<file path="config.mk">
export PLATFORM = sky130hd
export DESIGN_NAME = rob_retire
export DESIGN_NICKNAME = d
export VERILOG_FILES = /design/src/rtl/rob_retire_pkg.sv /design/src/rtl/rob_retire_fwd_reg.sv /design/src/rtl/rob_retire.sv
export SDC_FILE = /design/constraint.sdc
export NUM_CORES = 2
export LEC_CHECK = 0
export ABC_AREA = 1
export BUFFER_PORTS_ARGS = -buffer_cell sky130_fd_sc_hd__buf_2
export CELL_PAD_IN_SITES_DETAIL_PLACEMENT = 1
export CELL_PAD_IN_SITES_GLOBAL_PLACEMENT = 1
export CORE_MARGIN = 2
export CORE_UTILIZATION = 30
export CTS_BUF_LIST = sky130_fd_sc_hd__clkbuf_4 sky130_fd_sc_hd__clkbuf_8
export DETAILED_ROUTE_END_ITERATION = 16
export PLACE_DENSITY = 0.57
export SYNTH_ARGS = -nofsm -noshare
export SYNTH_HDL_FRONTEND = slang
export SYNTH_HIERARCHICAL = 1
export SYNTH_SLANG_ARGS = --single-unit
</file>
<file path="constraint.sdc">
create_clock -name clk -period 50 [get_ports clk]
set_clock_uncertainty 0.2 [all_clocks]
set_input_delay 5 -clock clk [delete_from_list [all_inputs] [get_ports clk]]
set_output_delay 5 -clock clk [all_outputs]
set_load 0.02 [all_outputs]
</file>
<file path="src/rtl/rob_retire_pkg.sv">
// Shared types and constants for the reorder buffer / retire slice.
package rob_retire_pkg;

  localparam int ROB_DEPTH  = 16;
  localparam int ROB_IDX_W  = 4;
  localparam int ROB_PREG_W = 6;
  localparam int ROB_DATA_W = 32;
  localparam int OP_W       = 7;

  localparam logic [OP_W-1:0] OP_SW = 7'b0100011;
  localparam logic [OP_W-1:0] OP_LW = 7'b0000011;

  typedef struct packed {
    logic                  valid;
    logic                  done;
    logic [ROB_PREG_W-1:0] pd;
    logic [ROB_PREG_W-1:0] old_pd;
    logic [OP_W-1:0]       op;
    logic [ROB_DATA_W-1:0] data;
  } rob_entry;

  typedef struct packed {
    logic                  valid;
    logic                  wen;
    logic [ROB_PREG_W-1:0] pd;
    logic [ROB_DATA_W-1:0] data;
    logic [ROB_PREG_W-1:0] free;
  } rob_row;

  // Stores retire without touching the architectural register file.
  function automatic logic writes_reg(input logic [OP_W-1:0] op);
    return op != OP_SW;
  endfunction

endpackage

</file>
<file path="src/rtl/rob_retire_fwd_reg.sv">
// Registered completion-forwarding path for one functional unit.
module rob_fwd_reg #(
  parameter int PREG_W = 6,
  parameter int DATA_W = 32
) (
  input  logic              clk,
  input  logic              rst,
  input  logic              result_valid,
  input  logic [PREG_W-1:0] result_dest,
  input  logic [DATA_W-1:0] result,
  output logic              f_flag,
  output logic [PREG_W-1:0] dest_r,
  output logic [DATA_W-1:0] f_data
);

  always_ff @(posedge clk or posedge rst) begin
    if (rst) begin
      f_flag <= 1'b0;
      dest_r <= '0;
      f_data <= '0;
    end else begin
      f_flag <= result_valid;
      dest_r <= result_dest;
      f_data <= result;
    end
  end

endmodule

</file>
<file path="src/rtl/rob_retire.sv">
// Reorder buffer: pairwise allocation, three completion ports with forwarding,
// and in-order retirement of up to two entries per cycle.
module rob_retire
  import rob_retire_pkg::*;
#(
  parameter int DEPTH  = ROB_DEPTH,
  parameter int IDX_W  = ROB_IDX_W,
  parameter int PREG_W = ROB_PREG_W,
  parameter int DATA_W = ROB_DATA_W
) (
  input  logic              clk,
  input  logic              rst,
  input  logic              alloc_valid,
  input  logic [PREG_W-1:0] rob_p_1,
  input  logic [PREG_W-1:0] rob_p_2,
  input  logic [6:0]        rob_op_1,
  input  logic [6:0]        rob_op_2,
  input  logic [PREG_W-1:0] o_rob_p_1,
  input  logic [PREG_W-1:0] o_rob_p_2,
  output logic              alloc_ready,
  output logic [IDX_W-1:0]  rob_idx_1,
  output logic [IDX_W-1:0]  rob_idx_2,
  input  logic              result_valid_1,
  input  logic [IDX_W-1:0]  result_ROB_1,
  input  logic [PREG_W-1:0] result_dest_1,
  input  logic [DATA_W-1:0] result_1,
  input  logic              result_valid_2,
  input  logic [IDX_W-1:0]  result_ROB_2,
  input  logic [PREG_W-1:0] result_dest_2,
  input  logic [DATA_W-1:0] result_2,
  input  logic              result_valid_3,
  input  logic [IDX_W-1:0]  result_ROB_3,
  input  logic [PREG_W-1:0] result_dest_3,
  input  logic [DATA_W-1:0] result_3,
  output logic              f_flag_1,
  output logic [PREG_W-1:0] dest_r_1,
  output logic [DATA_W-1:0] f_data_1,
  output logic              f_flag_2,
  output logic [PREG_W-1:0] dest_r_2,
  output logic [DATA_W-1:0] f_data_2,
  output logic              f_flag_3,
  output logic [PREG_W-1:0] dest_r_3,
  output logic [DATA_W-1:0] f_data_3,
  output logic              ret_valid_1,
  output logic              ret_valid_2,
  output logic              ret_wen_1,
  output logic              ret_wen_2,
  output logic [PREG_W-1:0] ret_pd_1,
  output logic [PREG_W-1:0] ret_pd_2,
  output logic [DATA_W-1:0] ret_data_1,
  output logic [DATA_W-1:0] ret_data_2,
  output logic [PREG_W-1:0] ret_free_1,
  output logic [PREG_W-1:0] ret_free_2,
  output logic              cpl_err,
  output logic [IDX_W:0]    count
);

  rob_entry         ent   [DEPTH];
  rob_entry         ent_n [DEPTH];
  logic [IDX_W-1:0] head, tail, head_p1, tail_p1;
  logic [IDX_W:0]   cnt, cnt_n, nret;
  logic             alloc_fire, r1, r2, err, dup;
  logic [2:0]       rv, hit;
  logic [IDX_W-1:0] ridx [3];
  logic [DATA_W-1:0] rdat [3];
  rob_row           row1_n, row2_n, row1, row2;

  assign head_p1     = head + IDX_W'(1);
  assign tail_p1     = tail + IDX_W'(1);
  assign rob_idx_1   = tail;
  assign rob_idx_2   = tail_p1;
  assign count       = cnt;
  assign alloc_ready = cnt <= (IDX_W+1)'(DEPTH-2);
  assign alloc_fire  = alloc_valid && alloc_ready;

  assign rv      = {result_valid_3, result_valid_2, result_valid_1};
  assign ridx[0] = result_ROB_1;
  assign ridx[1] = result_ROB_2;
  assign ridx[2] = result_ROB_3;
  assign rdat[0] = result_1;
  assign rdat[1] = result_2;
  assign rdat[2] = result_3;

  // A port loses to any lower-numbered port aiming at the same index.
  always_comb begin
    hit = '0;
    err = 1'b0;
    dup = 1'b0;
    for (int unsigned p = 0; p < 3; p++) begin
      if (rv[p]) begin
        dup = 1'b0;
        for (int unsigned q = 0; q < p; q++)
          if (rv[q] && ridx[q] == ridx[p]) dup = 1'b1;
        if (dup || !ent[ridx[p]].valid || ent[ridx[p]].done) err = 1'b1;
        else hit[p] = 1'b1;
      end
    end
  end

  assign r1   = ent[head].valid && ent[head].done;
  assign r2   = r1 && ent[head_p1].valid && ent[head_p1].done;
  assign nret = (IDX_W+1)'(r1) + (IDX_W+1)'(r2);
  assign cnt_n = cnt + (alloc_fire ? (IDX_W+1)'(2) : '0) - nret;

  always_comb begin
    row1_n = '0;
    row2_n = '0;
    if (r1) begin
      row1_n.valid = 1'b1;
      row1_n.wen   = writes_reg(ent[head].op);
      row1_n.pd    = ent[head].pd;
      row1_n.data  = ent[head].data;
      row1_n.free  = ent[head].old_pd;
    end
    if (r2) begin
      row2_n.valid = 1'b1;
      row2_n.wen   = writes_reg(ent[head_p1].op);
      row2_n.pd    = ent[head_p1].pd;
      row2_n.data  = ent[head_p1].data;
      row2_n.free  = ent[head_p1].old_pd;
    end
  end

  // Retire, allocation and completion never touch the same entry in one cycle,
  // so their updates can be layered in any order.
  always_comb begin
    ent_n = ent;
    if (r1) ent_n[head].valid = 1'b0;
    if (r2) ent_n[head_p1].valid = 1'b0;
    if (alloc_fire) begin
      ent_n[tail]    = '{valid: 1'b1, done: 1'b0, pd: rob_p_1, old_pd: o_rob_p_1,
                         op: rob_op_1, data: '0};
      ent_n[tail_p1] = '{valid: 1'b1, done: 1'b0, pd: rob_p_2, old_pd: o_rob_p_2,
                         op: rob_op_2, data: '0};
    end
    for (int unsigned p = 0; p < 3; p++) begin
      if (hit[p]) begin
        ent_n[ridx[p]].done = 1'b1;
        ent_n[ridx[p]].data = rdat[p];
      end
    end
  end

  always_ff @(posedge clk or posedge rst) begin
    if (rst) begin
      for (int unsigned i = 0; i < DEPTH; i++) ent[i] <= '0;
      head    <= '0;
      tail    <= '0;
      cnt     <= '0;
      cpl_err <= 1'b0;
      row1    <= '0;
      row2    <= '0;
    end else begin
      ent     <= ent_n;
      head    <= head + nret[IDX_W-1:0];
      tail    <= alloc_fire ? tail + IDX_W'(2) : tail;
      cnt     <= cnt_n;
      cpl_err <= cpl_err | err;
      row1    <= row1_n;
      row2    <= row2_n;
    end
  end

  assign ret_valid_1 = row1.valid;
  assign ret_wen_1   = row1.wen;
  assign ret_pd_1    = row1.pd;
  assign ret_data_1  = row1.data;
  assign ret_free_1  = row1.free;
  assign ret_valid_2 = row2.valid;
  assign ret_wen_2   = row2.wen;
  assign ret_pd_2    = row2.pd;
  assign ret_data_2  = row2.data;
  assign ret_free_2  = row2.free;

  rob_fwd_reg #(.PREG_W(PREG_W), .DATA_W(DATA_W)) u_fwd_1 (
    .clk(clk), .rst(rst), .result_valid(result_valid_1), .result_dest(result_dest_1),
    .result(result_1), .f_flag(f_flag_1), .dest_r(dest_r_1), .f_data(f_data_1));
  rob_fwd_reg #(.PREG_W(PREG_W), .DATA_W(DATA_W)) u_fwd_2 (
    .clk(clk), .rst(rst), .result_valid(result_valid_2), .result_dest(result_dest_2),
    .result(result_2), .f_flag(f_flag_2), .dest_r(dest_r_2), .f_data(f_data_2));
  rob_fwd_reg #(.PREG_W(PREG_W), .DATA_W(DATA_W)) u_fwd_3 (
    .clk(clk), .rst(rst), .result_valid(result_valid_3), .result_dest(result_dest_3),
    .result(result_3), .f_flag(f_flag_3), .dest_r(dest_r_3), .f_data(f_data_3));

endmodule

</file>
**After elaboration in Yosys (flattened, before gate mapping)**

Cells that the tools add are included.

- Output and inout port bits: 224
- Bits in registers: 1071
- Word-level logic and storage cells: 247

- Muxes and demuxes: 71
- $add $sub $neg: 7
- Reductions and logical operators: 22
- Order comparisons: 15
- Bitwise gates (word level): 8
- Equal/unequal tests: 5

Operators with widths:

| cell | number |
|---|---|
| $bwmux 848 | 10 |
| $mux 848 | 6 |
| $demux 53 s4 | 10 |
| $bmux 53 s4 | 5 |
| $mux 53 | 14 |
| $mux 52 | 3 |
| $mux 32 | 3 |
| $mux 46 | 2 |
| $ge 5x5->1 const B | 7 |
| $lt 5x1->1 const B | 7 |
| $not 4->5 | 7 |
| $mux 1 | 17 |
| $logic_and 1x1->1 | 14 |
| $ne 7x6->1 const B | 2 |
| $eq 4x4->1 | 3 |
| $add 4x1->4 const B | 2 |
| $add 5x2->5 | 1 |
| $le 5x4->1 const B | 1 |
| $logic_or 1x1->1 | 5 |
| $sub 5x2->5 | 1 |
| $add 4x2->4 | 1 |
| $add 4x2->4 const B | 1 |
| $logic_not 1->1 | 3 |
| $add 1x1->2 | 1 |
| 2 further kinds | 2 |

**Depth between registers and ports, before layout**

- Depth in word-level cells: 21
- Mapped depth: 22

**Cells and area by module**

Netlist, hierarchy kept.

By module, submodules not included:

| module | area each (µm²) | instances | seq. area each (µm²) | cells each |
|---|---|---|---|---|
| rob_retire | 65639.2 | 1 | 23847.9 | 10157 |
| rob_fwd_reg | 979.7 | 3 | 975.9 | 40 |

**Worst setup path before layout**

No wires, ideal clock.

- Path type: input to register
- Start: input result_ROB_2[1]
- End: register ent[181] (netlist bit)
- Setup time: 0.118 ns
- Setup slack: 42.933 ns
- Stages: 16
- Arrival: 6.749 ns
- Data required time: 49.682 ns
- Cell sequence: buf_2 -> inv_2 -> buf_2 -> nand2_1 -> nand2_1 -> nor2_1 -> nand3b_1 -> nand3_1 -> nor2_2 -> nand3_4 -> nor2_4 -> buf_4 -> buf_2 -> nand3_1 -> nand3_1 -> nand2_1

RTL lines:

| what | RTL line | text |
|---|---|---|
| start, declared | rob_retire.sv:28 | `input logic [IDX_W-1:0] result_ROB_2,` |
| end signal, assigned | rob_retire.sv:154 | `ent <= ent_n;` |
| end, declared | rob_retire.sv:58 | `rob_entry ent [DEPTH];` |

==> out/results.tsv <==
metric	value	unit
place_area	72520	um^2
crit_path_start_kind	primary input	
area_growth_syn_to_layout	12.73	%
core.rowCount	175	
h-tree-depth	4	
vias	83800	
powerDensity	71.65	nW/um^2
ys_ff_latch	1070	
crit_chain	buf_2 -> inv_2 -> nand2_1 -> nand2_1 -> nand2_1 -> nand2_1 -> nand2_1 -> nand2_1 -> inv_1 -> nand2_1 -> nand3_4 -> buf_4 -> buf_4 -> buf_4 -> buf_4 -> nand3_1 -> nand3_1 -> o211ai_1 -> nand2_1	
die_height	482.1	um
drv_cap	2	
crit_arrival	10.58	ns
num-fill-cells	28530	
synth_nets	10460	
finalWirelength	464200	um
drc	0	
yosysWarningCount	6	
setup_tns	0	ns
syn_area	68580	um^2
tightest_slew	1.613	ns
hold_viol_final	0	
grt_pass1_vias	82040	
post-route-util	0.3401	
maxSlewHeadroom	-0.07774	
finalWorstPathRequiredPeriod	9.836	ns
hpwl	271400	um
postCtsHoldBufs	0	
drt_iter0_drc	10650	
clock.fmax	101.7	MHz
clockBufferDepth	3	
cp.required	50.74	ns
drive_above_1_share	0.1096	
clockRootBuffer	clkbuf_8	
finalMaxSlewViolations	21	
yosys-mux-area-fraction	0	
synthXorXnorAreaFrac	0.0008940	
clock_latency	1.02	ns
synthFlopType	dfrtp_1	
vias_per_cell	6.282	
worstRegToRegCells	15	
cp_slowest_cell	buf_4	
cts_inserted_buffers	213	
min_path_type	reg -> reg	
peakVddDrop	0.00008134	V
cts_tree	done	
synthSimpleGateAreaFrac	0.3429	
outcome	complete, but fails checks	
setup_violations	0	
cts_resized	0	
synth_top_family_by_area	simple AND/OR/NAND/NOR gates	
yosysSeqAreaShare	0.3904	
synth_adder_area_share	0.003430	
antenna_found_initial	59	
syn_inst	10280	
place_congestion	0.9215	
p_leak	0.03667	uW
postCtsSetupBuffers	0	
grt-ovfl-total	0	
grt_pass1_wl	643900	um
fin_crit_sh	0.1967	
design.core.area	227300	um^2
end_kind	flop	
rsz0062_at_grt	no	
die_area	232400	um^2
ios	394	
slowest_delay	0.90	ns
final_antenna_net_count	0	
synth_compound_area_frac	0.1709	
synth_cell_types	46	
cts_sinks	1070	
crit_type	in -> reg	
initial_core_util	0.3017	
avgSynthCellArea	6.673	um^2
fin_area	77310	um^2
holdPathStages	2	
drt_pre_antenna_iters	8	
synth_edf_count	0	
cp_max_fo	70	
postSynth.asyncResetShare	1.000	
fin_nets	10290	
grt_max_degree	143	
grt.total_usage	0.3890	
die_w	482.1	um
timing.critical_path.mode_cell	nand2_1	
violations	capacitance limit, slew limit	
portBuffers	391	
path_clk_slew	0.06	ns
avgRoutedWirePerCell	34.80	um
whs	0.2797	ns
==> power breakdown <==
group	leakage [uW]	internal (uW)	switching [uW]
registers	0.0134	1210	301
clock network	0.00248	561	460
logic	0.0207	855	2150
total	0.0367	2630	2910
==> metrics by stage <==
| step | instances | worst slack [ns] | power [uW] |
|---|---|---|---|
| 2_1_floorplan | 10280 | 18.00 | 3212 |
| 3_3_place_gp | 12900 | 39.47 | 4321 |
| 3_5_place_dp | 12900 | 39.37 | 4404 |
| 4_1_cts | 13280 | 40.44 | 5437 |
| 5_1_grt | 13310 | 40.01 | 5840 |
| 6_report | 13340 | 40.16 | 5539 |
==> per-layer routing <==
metal	routed length [um]	up-vias	GRT usage	share of wire
met5	223	-	0	0.00048
met4	37140	30	0.2762	0.080
met3	52770	1695	0.1166	0.11
met2	195400	5667	0.5691	0.42
met1	178700	42150	0.4869	0.38
li1	-	34250	-	-
==> critical path, delay by kind of cell <==
| family | cells | cell delay [ns] |
|---|---|---|
| AOI/OAI and AO/OA | 1 | 0.12 |
| buffers and inverters | 7 | 3.84 |
| and+or+nand+nor | 11 | 1.44 |
==> cells by family (layout without fill, tap and decap cells) <==
family	after synthesis	after routing
buffers and inverters	1581	1576
AND/OR/NAND/NOR	5509	5509
adder cells (fa/ha/maj)	17	17
flip-flops	1070	1070
XOR/XNOR	7	7
AO/OA/AOI/OAI	2091	2091
other	2	60
==> area by class of cell <==
type	instances	area, um^2	area share
Timing Repair Buffer	611	3684	0.04765
Clock inverter	44	354.1	0.004580
Antenna cell	58	145.1	0.001877
Multi-Input combinational cell	7626	36060	0.4664
Tap cell	3009	3765	0.04870
Sequential cell	1070	26780	0.3464
Clock buffer	337	4288	0.05546
Inverter	584	2230	0.02884
==> cell usage after synthesis (all sizes together) (53+ instances only) <==
master,number,share of area
a21oi,498,0.036
a22oi,59,0.0065
buf,346,0.023
clkbuf,651,0.036
dfrtp,1070,0.39
inv,572,0.031
nand2,2888,0.16
nand3,2046,0.15
nand4,53,0.0048
nor2,480,0.027
o211ai,75,0.0082
o21ai,1088,0.079
o221ai,97,0.012
o22ai,191,0.017
==> worst paths after layout <==
path / from / to / slack (ns)
min in group asynchronous: rst / u_fwd_3/f_flag$_DFF_PP0_ / 3.79
hold / removal: flop / flop / 0.28
setup reg to reg: head[0]$_DFF_PP0_ / ret_wen_2$_DFF_PP0_ / 44.18
max in group asynchronous: rst / async pin / 41.71
setup / recovery: result_ROB_1[0] / ent[126]$_DFF_PP0_ / 40.16
hold reg to reg: flop / flop / 0.28
==> placed cells by master, fill, tap and decap left out, types with 75 or more instances in the layout <==
cell type and count:
dfrtp_1 1068, buf_2 391, nand3_1 2027, o21ai_0 1054
o22ai_1 191, buf_4 214, o221ai_1 97, nand2_1 2872
clkbuf_8 281, o211ai_1 75, nor2_1 445, a21oi_1 498
inv_1 524
Power figures use the tool's default switching activity.
